### src/rtl/edge_pkg.sv
// Shared types and arithmetic for the Sobel edge accelerator: FSM state encoding,
// pixel/word geometry and the saturating gradient-magnitude helper.
package edge_pkg;

   localparam int PIX_W        = 8;
   localparam int PIX_PER_WORD = 4;
   localparam int WORD_W       = PIX_W * PIX_PER_WORD;
   localparam int GRAD_W       = 11;

   typedef enum logic [2:0] {
      IDLE,
      BRD_WR,
      RD0,
      RD1,
      RD2,
      SHIFT,
      WR,
      DONE
   } edge_state_t;

   // |gx| + |gy| fits in GRAD_W+1 bits; anything above 8 bits clips to 255.
   function automatic logic [PIX_W-1:0] sobel_mag(input logic signed [GRAD_W-1:0] gx,
                                                  input logic signed [GRAD_W-1:0] gy);
      logic signed [GRAD_W:0] gx_e;
      logic signed [GRAD_W:0] gy_e;
      logic [GRAD_W:0]        ax;
      logic [GRAD_W:0]        ay;
      logic [GRAD_W:0]        sum;
      gx_e = gx;
      gy_e = gy;
      ax   = gx_e[GRAD_W] ? -gx_e : gx_e;
      ay   = gy_e[GRAD_W] ? -gy_e : gy_e;
      sum  = ax + ay;
      return (|sum[GRAD_W:PIX_W]) ? '1 : sum[PIX_W-1:0];
   endfunction

endpackage

### src/rtl/edge_acc_param_if.sv
// Word-addressed shared data memory port used by the edge accelerator.
interface edge_acc_param_if;
   import edge_pkg::*;

   logic [15:0]       addr;
   logic [WORD_W-1:0] dataR;
   logic [WORD_W-1:0] dataW;
   logic              en;
   logic              we;

   modport master (output addr, output dataW, output en, output we, input dataR);
   modport slave  (input addr, input dataW, input en, input we, output dataR);

endinterface

### src/rtl/edge_window.sv
// 3-row x 3-word (L,C,R) pixel window with staging for the first two rows of a new
// column, plus four Sobel kernels producing the magnitudes of the pixels in word C.
module edge_window
   import edge_pkg::*;
(
   input  logic                                 clk,
   input  logic                                 rst_n,
   input  logic                                 ld_i,
   input  logic                                 ld_sel_i,
   input  logic                                 shift_i,
   input  logic                                 zero_i,
   input  logic [WORD_W-1:0]                    din_i,
   output logic [PIX_PER_WORD-1:0][PIX_W-1:0]   mag_o
);

   logic [2:0][2:0][WORD_W-1:0] win_q, win_d;
   logic [1:0][WORD_W-1:0]      stg_q, stg_d;
   logic [2:0][PIX_PER_WORD+1:0][PIX_W-1:0] px;

   function automatic logic signed [GRAD_W-1:0] ext(input logic [PIX_W-1:0] p);
      return $signed({{(GRAD_W-PIX_W){1'b0}}, p});
   endfunction

   // Rows 0/1 of the incoming column wait in staging; row 2 arrives with the shift.
   always_comb begin
      win_d = win_q;
      stg_d = stg_q;
      if (ld_i) begin
         stg_d[ld_sel_i] = din_i;
      end
      if (shift_i) begin
         for (int r = 0; r < 3; r++) begin
            win_d[r][0] = win_q[r][1];
            win_d[r][1] = win_q[r][2];
         end
         win_d[0][2] = zero_i ? '0 : stg_q[0];
         win_d[1][2] = zero_i ? '0 : stg_q[1];
         win_d[2][2] = zero_i ? '0 : din_i;
      end
   end

   always_ff @(posedge clk or negedge rst_n) begin
      if (!rst_n) begin
         win_q <= '0;
         stg_q <= '0;
      end else begin
         win_q <= win_d;
         stg_q <= stg_d;
      end
   end

   // px[r] = {R.pix0, C.pix3..C.pix0, L.pix3}: six adjacent pixels around word C.
   always_comb begin
      px = '0;
      for (int r = 0; r < 3; r++) begin
         px[r][0] = win_q[r][0][WORD_W-1 -: PIX_W];
         for (int i = 0; i < PIX_PER_WORD; i++) begin
            px[r][i+1] = win_q[r][1][i*PIX_W +: PIX_W];
         end
         px[r][PIX_PER_WORD+1] = win_q[r][2][PIX_W-1:0];
      end
   end

   for (genvar i = 0; i < PIX_PER_WORD; i++) begin : g_kernel
      logic signed [GRAD_W-1:0] gx;
      logic signed [GRAD_W-1:0] gy;
      always_comb begin
         gx = (ext(px[0][i+2]) + (ext(px[1][i+2]) <<< 1) + ext(px[2][i+2]))
            - (ext(px[0][i])   + (ext(px[1][i])   <<< 1) + ext(px[2][i]));
         gy = (ext(px[2][i]) + (ext(px[2][i+1]) <<< 1) + ext(px[2][i+2]))
            - (ext(px[0][i]) + (ext(px[0][i+1]) <<< 1) + ext(px[0][i+2]));
      end
      assign mag_o[i] = sobel_mag(gx, gy);
   end

endmodule

### src/rtl/edge_acc_param.sv
// Parametrised Sobel edge accelerator: border rows first, then interior rows word by word.
// Optional build macro EDGE_ACC_THRESH_EN adds a threshold input that binarises results.
module edge_acc_param
   import edge_pkg::*;
#(
   parameter int               IMG_W      = 352,
   parameter int               IMG_H      = 288,
   parameter int               IN_BASE    = 0,
   parameter int               OUT_BASE   = 25344,
   parameter logic [PIX_W-1:0] BORDER_VAL = 8'h00
) (
   input  logic              clk,
   input  logic              reset_n,
   input  logic              start,
`ifdef EDGE_ACC_THRESH_EN
   input  logic [PIX_W-1:0]  threshold,
`endif
   output logic              finish,
   edge_acc_param_if.master  mem
);

   localparam int WPR = IMG_W / PIX_PER_WORD;
   localparam int JW  = $clog2(2*WPR + 1);
   localparam int YW  = $clog2(IMG_H);
   localparam logic [JW-1:0] J_ONE      = JW'(1);
   localparam logic [JW-1:0] J_WPR      = JW'(WPR);
   localparam logic [JW-1:0] J_BRD_LAST = JW'(2*WPR - 1);
   localparam logic [YW-1:0] Y_FIRST    = YW'(1);
   localparam logic [YW-1:0] Y_LAST     = YW'(IMG_H - 2);

   edge_state_t state_q, state_d;
   logic [YW-1:0] y_q, y_d;
   logic [JW-1:0] j_q, j_d;

   logic win_ld, win_sel, win_shift, win_zero;
   logic [PIX_PER_WORD-1:0][PIX_W-1:0] mag;
   logic [PIX_PER_WORD-1:0][PIX_W-1:0] res;

`ifdef EDGE_ACC_THRESH_EN
   logic [PIX_W-1:0] thr_q, thr_d;
`endif

   function automatic logic [15:0] waddr(input int base, input int row, input int word);
      return 16'(base + row*WPR + word);
   endfunction

   edge_window u_window (
      .clk      (clk),
      .rst_n    (reset_n),
      .ld_i     (win_ld),
      .ld_sel_i (win_sel),
      .shift_i  (win_shift),
      .zero_i   (win_zero),
      .din_i    (mem.dataR),
      .mag_o    (mag)
   );

   // In WR, j-1 is the output word: j==1 holds column 0, j==WPR holds column IMG_W-1.
   always_comb begin
      for (int i = 0; i < PIX_PER_WORD; i++) begin
`ifdef EDGE_ACC_THRESH_EN
         res[i] = (mag[i] >= thr_q) ? '1 : '0;
`else
         res[i] = mag[i];
`endif
      end
      if (j_q == J_ONE) begin
         res[0] = BORDER_VAL;
      end
      if (j_q == J_WPR) begin
         res[PIX_PER_WORD-1] = BORDER_VAL;
      end
   end

   always_comb begin
      state_d   = state_q;
      y_d       = y_q;
      j_d       = j_q;
      finish    = 1'b0;
      mem.en    = 1'b0;
      mem.we    = 1'b0;
      mem.addr  = '0;
      mem.dataW = '0;
      win_ld    = 1'b0;
      win_sel   = 1'b0;
      win_shift = 1'b0;
      win_zero  = 1'b0;
`ifdef EDGE_ACC_THRESH_EN
      thr_d     = thr_q;
`endif
      unique case (state_q)
         IDLE: begin
            if (start) begin
               j_d     = '0;
               state_d = BRD_WR;
`ifdef EDGE_ACC_THRESH_EN
               thr_d   = threshold;
`endif
            end
         end
         BRD_WR: begin
            mem.en    = 1'b1;
            mem.we    = 1'b1;
            mem.dataW = {PIX_PER_WORD{BORDER_VAL}};
            mem.addr  = (j_q < J_WPR) ? waddr(OUT_BASE, 0, int'(j_q))
                                      : waddr(OUT_BASE, IMG_H-1, int'(j_q) - WPR);
            j_d = j_q + J_ONE;
            if (j_q == J_BRD_LAST) begin
               y_d     = Y_FIRST;
               j_d     = '0;
               state_d = RD0;
            end
         end
         RD0: begin
            mem.en   = 1'b1;
            mem.addr = waddr(IN_BASE, int'(y_q) - 1, int'(j_q));
            state_d  = RD1;
         end
         RD1: begin
            mem.en   = 1'b1;
            mem.addr = waddr(IN_BASE, int'(y_q), int'(j_q));
            win_ld   = 1'b1;
            state_d  = RD2;
         end
         RD2: begin
            mem.en   = 1'b1;
            mem.addr = waddr(IN_BASE, int'(y_q) + 1, int'(j_q));
            win_ld   = 1'b1;
            win_sel  = 1'b1;
            state_d  = SHIFT;
         end
         SHIFT: begin
            win_shift = 1'b1;
            win_zero  = (j_q == J_WPR);
            if (j_q == '0) begin
               j_d     = J_ONE;
               state_d = RD0;
            end else begin
               state_d = WR;
            end
         end
         WR: begin
            mem.en    = 1'b1;
            mem.we    = 1'b1;
            mem.addr  = waddr(OUT_BASE, int'(y_q), int'(j_q) - 1);
            mem.dataW = res;
            if (j_q != J_WPR) begin
               j_d     = j_q + J_ONE;
               state_d = ((j_q + J_ONE) == J_WPR) ? SHIFT : RD0;
            end else if (y_q == Y_LAST) begin
               state_d = DONE;
            end else begin
               y_d     = y_q + Y_FIRST;
               j_d     = '0;
               state_d = RD0;
            end
         end
         DONE: begin
            finish = 1'b1;
            if (!start) begin
               state_d = IDLE;
            end
         end
         default: state_d = IDLE;
      endcase
   end

   always_ff @(posedge clk or negedge reset_n) begin
      if (!reset_n) begin
         state_q <= IDLE;
         y_q     <= '0;
         j_q     <= '0;
`ifdef EDGE_ACC_THRESH_EN
         thr_q   <= '0;
`endif
      end else begin
         state_q <= state_d;
         y_q     <= y_d;
         j_q     <= j_d;
`ifdef EDGE_ACC_THRESH_EN
         thr_q   <= thr_d;
`endif
      end
   end

endmodule

### src/flat_wrapper.sv
// flat-port wrapper written by rule: the top's interface ports become plain ports
module edge_acc_param_flat import edge_pkg::*;
#(
   parameter int               IMG_W      = 352,
   parameter int               IMG_H      = 288,
   parameter int               IN_BASE    = 0,
   parameter int               OUT_BASE   = 25344,
   parameter logic [PIX_W-1:0] BORDER_VAL = 8'h00
)
  (clk, reset_n, start, finish, mem_addr, mem_dataW, mem_en, mem_we, mem_dataR);
  edge_acc_param_if mem_i ();
  input  logic clk;
  input  logic reset_n;
  input  logic start;
  output logic finish;
  output wire logic [$bits(mem_i.addr)-1:0] mem_addr;
  output wire logic [$bits(mem_i.dataW)-1:0] mem_dataW;
  output wire logic [$bits(mem_i.en)-1:0] mem_en;
  output wire logic [$bits(mem_i.we)-1:0] mem_we;
  input wire logic [$bits(mem_i.dataR)-1:0] mem_dataR;
  assign mem_addr = mem_i.addr;
  assign mem_dataW = mem_i.dataW;
  assign mem_en = mem_i.en;
  assign mem_we = mem_i.we;
  assign mem_i.dataR = mem_dataR;
  edge_acc_param #(.IMG_W(IMG_W), .IMG_H(IMG_H), .IN_BASE(IN_BASE), .OUT_BASE(OUT_BASE), .BORDER_VAL(BORDER_VAL)) u_core (.clk(clk), .reset_n(reset_n), .start(start), .finish(finish), .mem(mem_i));
endmodule
### config.mk
export PLATFORM = sky130hd
export DESIGN_NAME = edge_acc_param_flat
export DESIGN_NICKNAME = d
export VERILOG_FILES = /design/src/rtl/edge_pkg.sv /design/src/rtl/edge_acc_param_if.sv /design/src/rtl/edge_window.sv /design/src/rtl/edge_acc_param.sv /design/src/flat_wrapper.sv
export SDC_FILE = /design/constraint.sdc
export NUM_CORES = 1
export LEC_CHECK = 0
export CAP_MARGIN = 20
export CELL_PAD_IN_SITES_DETAIL_PLACEMENT = 0
export CELL_PAD_IN_SITES_GLOBAL_PLACEMENT = 1
export CORE_ASPECT_RATIO = 2
export CORE_MARGIN = 5
export CORE_UTILIZATION = 40
export DETAILED_ROUTE_END_ITERATION = 16
export GPL_TIMING_DRIVEN = 0
export PLACE_DENSITY_LB_ADDON = 0.1
export SYNTH_ARGS = -nofsm -noshare
export SYNTH_HDL_FRONTEND = slang
export SYNTH_SLANG_ARGS = --single-unit
### constraint.sdc
create_clock -name clk -period 8 [get_ports clk]
set_input_delay 1.2 -clock clk [delete_from_list [all_inputs] [get_ports clk]]
set_output_delay 1.2 -clock clk [all_outputs]
set_load 0.01 [all_outputs]
==> out/results.ini, run 1 <==
[timing]
finClkSkew_ps=29.9
drv_slew=0
fin_tns_setup_ps=-10780
rsz0062_at_grt=true
layout_min_cycle_time_ps=8720
period_share_pct=109
max_freq_ghz=0.115
worst_slack_ps=-721
worstMarginPinSlew_ps=1270
finalSetupViolCount=24
slew-limit-headroom_pct=15.6
hold_violations=0

[clocking]
holdBufCountCts=0
clock_path_buffers=3
cts_buffers=35
cts_num_sinks=300
root_buffer=clkbuf_16
cts_tree=done
cts_htree_levels=2
clk_latency_ps=540
path_clk_slew_ps=70

[routing]
routedWlPerCell_um=20.2
drc=0
wl_mm=89.7
vias=22684
ant_nets=0
firstDrtPassIters=5
post_drt_via_cell_ratio=5.11
detail_route.iter0.violations=1169

[global_route]
grtUsageTotal_pct=23.6
first_global_vias=23093
grt_max_degree=111
grt_pass1_wl_mm=138
grt_overflow=0
antenna_found_initial=0

[floorplan]
die-width_um=197
start_util_pct=40.2
rows=137
core_area_um2=69400
die_area_um2=75500
pin_count=86
die_y_um=384

[critical_path]
slowest_stage=fa_1
criticalPathCategory=reg2out
start_kind=flip-flop
cpMostUsedCell=fa_1
slowest_delay_ps=540
crit_path_end_kind=output pin
crit_required_ps=6800
worstPathArrival_ps=7520
cp_max_fo=7

[placement]
dp_slack_ps=-1490
placed_cell_area_um2=30000
numPortBuffers=85
hpwl_mm=71.5
gp_congestion=0.932

[synth]
synth_cell_type_count=84
synth_ff_type=dfrtp_1
syn_avg_cell_area_um2=8.57
ys_seq_area_share_pct=26.9
yosys_warnings=0
ys_ff_latch=300
synth_nets=3798
synth_edf_count=0
syn-cell-area_um2=27900
postSynthCellCount=3256
async_reset_ff_share_pct=100

[cells_and_area]
insertedDiodeCount=0
final_area_um2=33000
final_common_cell=nand2_1
area_growth_syn_to_layout_pct=18.3
drive_above_1_share_pct=11.8
most-common-layout-cells=nand2_1 (637), inv_1 (438), dfrtp_1 (285), ha_1 (280), o21ai_0 (263)
fin_nets=4054

[pwr]
swShare_pct=44.3
p_sw_mw=7.69
peakVddDrop_mv=0.966
p_leak_nw=15.9
clock_power_share_pct=9.6
combPwrFrac_pct=80.7
intPower_mw=9.67
p_seq_share_pct=9.7
p_per_area_nw_per_um2=526

[run_status]
outcome=finished, violations left
violations=setup timing

[run]
max_cap_violations=0

[min_path]
hold_class=reg2reg

## logic make-up after synthesis
| family | synth area share (%) |
|---|---|
| xor gates and xnor gates | 7.78 |
| muxes | 0.345 |
| DFF | 26.9 |
| adders and majority gates | 28.4 |
| buffers and inverters | 7.62 |
| AOI/OAI and AO/OA | 13.5 |
| and+or+nand+nor | 15.4 |
## through the flow
step                      util, %  cells  power (mW)  hold WS, ps
final                        47.6   4441        17.4          475
after global routing         47.6   4441        18.9          488
after CTS                    46.5   4395        15.6          475
after detailed placement     43.2   4248        11.1          463
after global placement       43.1   4244        11.0          456
after floorplan                 -   3256        9.26          439
## worst max-delay path, delay by kind of cell, from the launching register on
kind / cells / cell delay [ps]
fa+ha+maj: 7 / 2600
compound gates: 11 / 1700
simple gates: 6 / 860
buf+inv: 7 / 630
mux: 2 / 570
flops: 1 / 390
xor+xnor: 1 / 200
## layout make-up
class	count	area (um^2)
multi-input cells	2395	19100
well taps	903	1130
repair buffers	221	1880
clock inverters	15	175
inverters	456	1740
plain buffers	103	412
clock buffers	48	1000
flip-flops and latches	300	7530
fillers	6913	36400
## repair_timing
item / CTS / global route
pin swaps: 70 / 103
resized for setup: 220 / 97
buffers inserted: 84 / 51
endpoints found under the setup margin: 32 / 32
## synthesized netlist by cell type (13+ instances only)
master	number	share of area (%)
o21ai_0	275	4.9
nor2b_1	25	0.56
o21a_1	18	0.48
nor3_1	44	0.79
a21o_1	50	1.3
clkbuf_1	80	1.1
xnor2_1	169	5.3
inv_1	455	6.1
o21bai_1	38	1.0
nand2b_1	22	0.49
a21oi_1	153	2.7
fa_1	211	15
a211oi_1	13	0.35
or3_1	16	0.36
dfrtp_1	300	27
ha_1	296	13
nand2_1	639	8.6
nor2_1	132	1.8
xor2_1	74	2.3
nand3_1	42	0.75
## flip-flops by register name, indices dropped and copies added, names as in the netlist
register / count
u_core.j_q: 8
u_core.state_q: 3
u_core.u_window.px: 144
u_core.u_window.stg_q: 64
u_core.u_window.win_q: 72
u_core.y_q: 9
## worst paths after layout
path,from,endpoint,slack [ps],cells past startpoint
worst min register to register,u_core.u_window.win_q[271],u_core.u_window.px[119],480,2
min in group asynchronous,reset_n,u_core.u_window.stg_q[61],660,1
max in group asynchronous,reset_n,u_core.y_q[6],6250,2
worst max register to register,u_core.state_q[0],u_core.u_window.px[122],4680,8
worst min-delay path,u_core.u_window.win_q[271],u_core.u_window.px[119],480,2
worst max-delay path,u_core.u_window.px[25],mem_dataW[24],-720,34
## power by group through the flow
stage	Combinational (mW)	Sequential, mW	Clock [mW]
after global placement	9.29	1.71	0
after global routing	15.4	1.68	1.76
final	14.0	1.68	1.67
after detailed placement	9.36	1.71	0
after CTS	12.3	1.68	1.70
after floorplan	7.60	1.66	0
## routing by layer
layer	vias up	part of all wire [%]	track usage, %
met1	11051	43	31.0
met4	0	3.2	6.23
met2	414	50	41.8
met5	-	0	0
li1	11106	-	-
met3	113	3.3	1.89
Note: power is estimated with default switching activity, not from simulation.
==> run 2, diff against run 1 <==
--- a/config.mk
+++ b/config.mk
@@ -11,6 +11,7 @@
 export CORE_ASPECT_RATIO = 2
 export CORE_MARGIN = 5
 export CORE_UTILIZATION = 40
+export CTS_CLUSTER_SIZE = 20
 export DETAILED_ROUTE_END_ITERATION = 16
 export GPL_TIMING_DRIVEN = 0
 export PLACE_DENSITY_LB_ADDON = 0.1
==> results of run 2 <==
Final layout, timing and power as in run 1 (identical DEF).
==> run 3, diff against run 2 <==
==> constraint.sdc (replaced) <==
create_clock -name clk -period 8 [get_ports clk]
set_input_delay 1.2 -clock clk [delete_from_list [all_inputs] [get_ports clk]]
set_output_delay 1.2 -clock clk [all_outputs]
set_load 0.05 [all_outputs]
==> run 3 against run 2 <==
Net effect: the run still ends with setup timing left; largest power group unchanged; via count down 0.38%; total power fell by 7.3%; maximum frequency rose by 2.5%; worst setup slack improved by 220 ps; register-to-register slack got worse by 30 ps; sequential power about the same; highest routed layer unchanged; global-route usage down 0.068 points; cell count down 0.99%; utilization down 0.36 points; final area fell by 0.76%; count of clock-buffer cells in the layout grew 2.
==> out/results.ini, run 3 (same netlist as run 1, synthesis figures left out) <==
[floorplan]
pin_count=86
die-width_um=197
die_area_um2=75500
die_y_um=384
rows=137
core_area_um2=69400
start_util_pct=40.2

[clocking]
holdBufCountCts=0
root_buffer=clkbuf_16
cts_tree=done
cts_htree_levels=2
path_clk_slew_ps=60
clk_latency_ps=540
cts_buffers=34
clock_path_buffers=3
cts_num_sinks=300

[cells_and_area]
largest_reg_flops=144
area_growth_syn_to_layout_pct=17.4
final_common_cell=nand2_1
fin_nets=4010
most-common-layout-cells=nand2_1 (637), inv_1 (443), dfrtp_1 (286), ha_1 (283), o21ai_0 (265)
insertedDiodeCount=0
drive_above_1_share_pct=10.6

[critical_path]
r2r_start=u_core.state_q[0]
start_kind=flip-flop
crit_path_end_kind=output pin
slowest_stage=fa_1
criticalPathCategory=reg2out
cp_max_fo=8
rr_endpoint=u_core.u_window.px[122]
reg2reg_depth=8
worstPathArrival_ps=7300
crit_required_ps=6800
r2r_setup_slack_ps=4650
slowest_delay_ps=540

[timing]
max_freq_ghz=0.118
rsz0062_at_grt=true
finClkSkew_ps=27.6
layout_min_cycle_time_ps=8500
period_share_pct=106
hold_violations=0
worst_slack_ps=-505
slew-limit-headroom_pct=39.8
whs_ps=473
drv_slew=0
finalSetupViolCount=24
worstMarginPinSlew_ps=903

[min_path]
hold_end=u_core.u_window.px[115]
min_from=u_core.u_window.win_q[267]
hold_class=reg2reg
hold_depth=2

[pwr]
design_power_total_mw=16.1
peakVddDrop_mv=0.842
p_per_area_nw_per_um2=491
combPwrFrac_pct=79.3
swShare_pct=46.5
p_sw_mw=7.49
p_seq_share_pct=10.4
p_leak_nw=15.6
clock_power_share_pct=10.3
intPower_mw=8.61

[global_route]
first_global_vias=22993
grt_pass1_wl_mm=137
grt_overflow=0
grt_max_degree=104
antenna_found_initial=0
grtUsageTotal_pct=23.5

[routing]
firstDrtPassIters=5
routedWlPerCell_um=20.3
detail_route.iter0.violations=1265
vias=22598
ant_nets=0
wl_mm=89.2
post_drt_via_cell_ratio=5.14
drc=0

[placement]
hpwl_mm=72.1
gp_congestion=0.921
numPortBuffers=85

[run]
max_cap_violations=0

[run_status]
violations=setup timing
outcome=finished, violations left

## run 3: changes by cell type in the layout (fill, tap and decap cells not counted), moves of 4 or more
cell and change:
buf_4 -38, buf_2 -17, buf_6 +14, a21oi_4 +10
a21oi_2 -6, dlymetal6s2s_1 -6, inv_1 +5, a21oi_1 -4
ha_4 -4, inv_2 -4
## run 3: cell type report
class	instances	area [um^2]
repair buffers	177	1660
well taps	903	1130
flip-flops and latches	300	7520
inverters	456	1730
clock buffers	50	1050
multi-input cells	2395	19100
plain buffers	104	415
fillers	6954	36700
clock inverters	12	121
## run 3: how the worst max path moves through the flow
stage / startpoint / endpoint
2_1_floorplan: u_core.u_window.px[113] / mem_dataW[18]
3_3_place_gp: reset_n / u_core.j_q[7]
3_5_place_dp: u_core.u_window.px[113] / mem_dataW[22]
4_1_cts: u_core.u_window.px[121] / mem_dataW[24]
5_1_grt: u_core.u_window.px[121] / mem_dataW[24]
6_report: u_core.u_window.px[25] / mem_dataW[24]
## run 3: repair_timing
action | 4_1_cts | 5_1_grt
endpoints found under the setup margin | 32 | 32
setup buffers | 68 | 22
cloned | 0 | 0
gates resized for setup | 282 | 84
pin swaps | 90 | 67
## run 3: power by group through the flow
stage	clock [mW]	sequential [mW]	combinational, mW
4_1_cts	1.69	1.68	12.1
3_3_place_gp	0	1.71	9.87
3_5_place_dp	0	1.71	10.0
5_1_grt	1.75	1.68	14.2
6_report	1.66	1.68	12.8
2_1_floorplan	0	1.66	8.19
## run 3: worst max-delay path: cells and delay by family, from the launching register on
kind | cells | cell delay, ps
flip-flops | 1 | 390
buffers and inverters | 6 | 630
XOR/XNOR | 1 | 190
AND/OR/NAND/NOR | 6 | 900
adder cells (fa/ha/maj) | 7 | 2460
multiplexers | 2 | 660
AO/OA/AOI/OAI | 11 | 1510
## run 3: through the flow
step	setup TNS (ps)	utilization, %	setup slack (ps)	instances	cell area (um^2)
finish	-8940	47.2	-505	4397	32800
global route	-18130	47.2	-860	4397	32800
CTS	-10800	46.6	-530	4379	32300
detailed placement	-43330	43.5	-1670	4249	30200
global placement	-2502140	43.3	-8270	4244	30100
floorplan	-763	-	-98.9	3256	28100
## run 3: metal layers
metal / GRT usage [%] / up-vias / part of all wire, %
li1: - / 11009 / -
met1: 30.5 / 11043 / 43
met2: 42.4 / 427 / 51
met3: 1.76 / 119 / 3.2
met4: 5.87 / 0 / 3.2
met5: 0 / - / 0
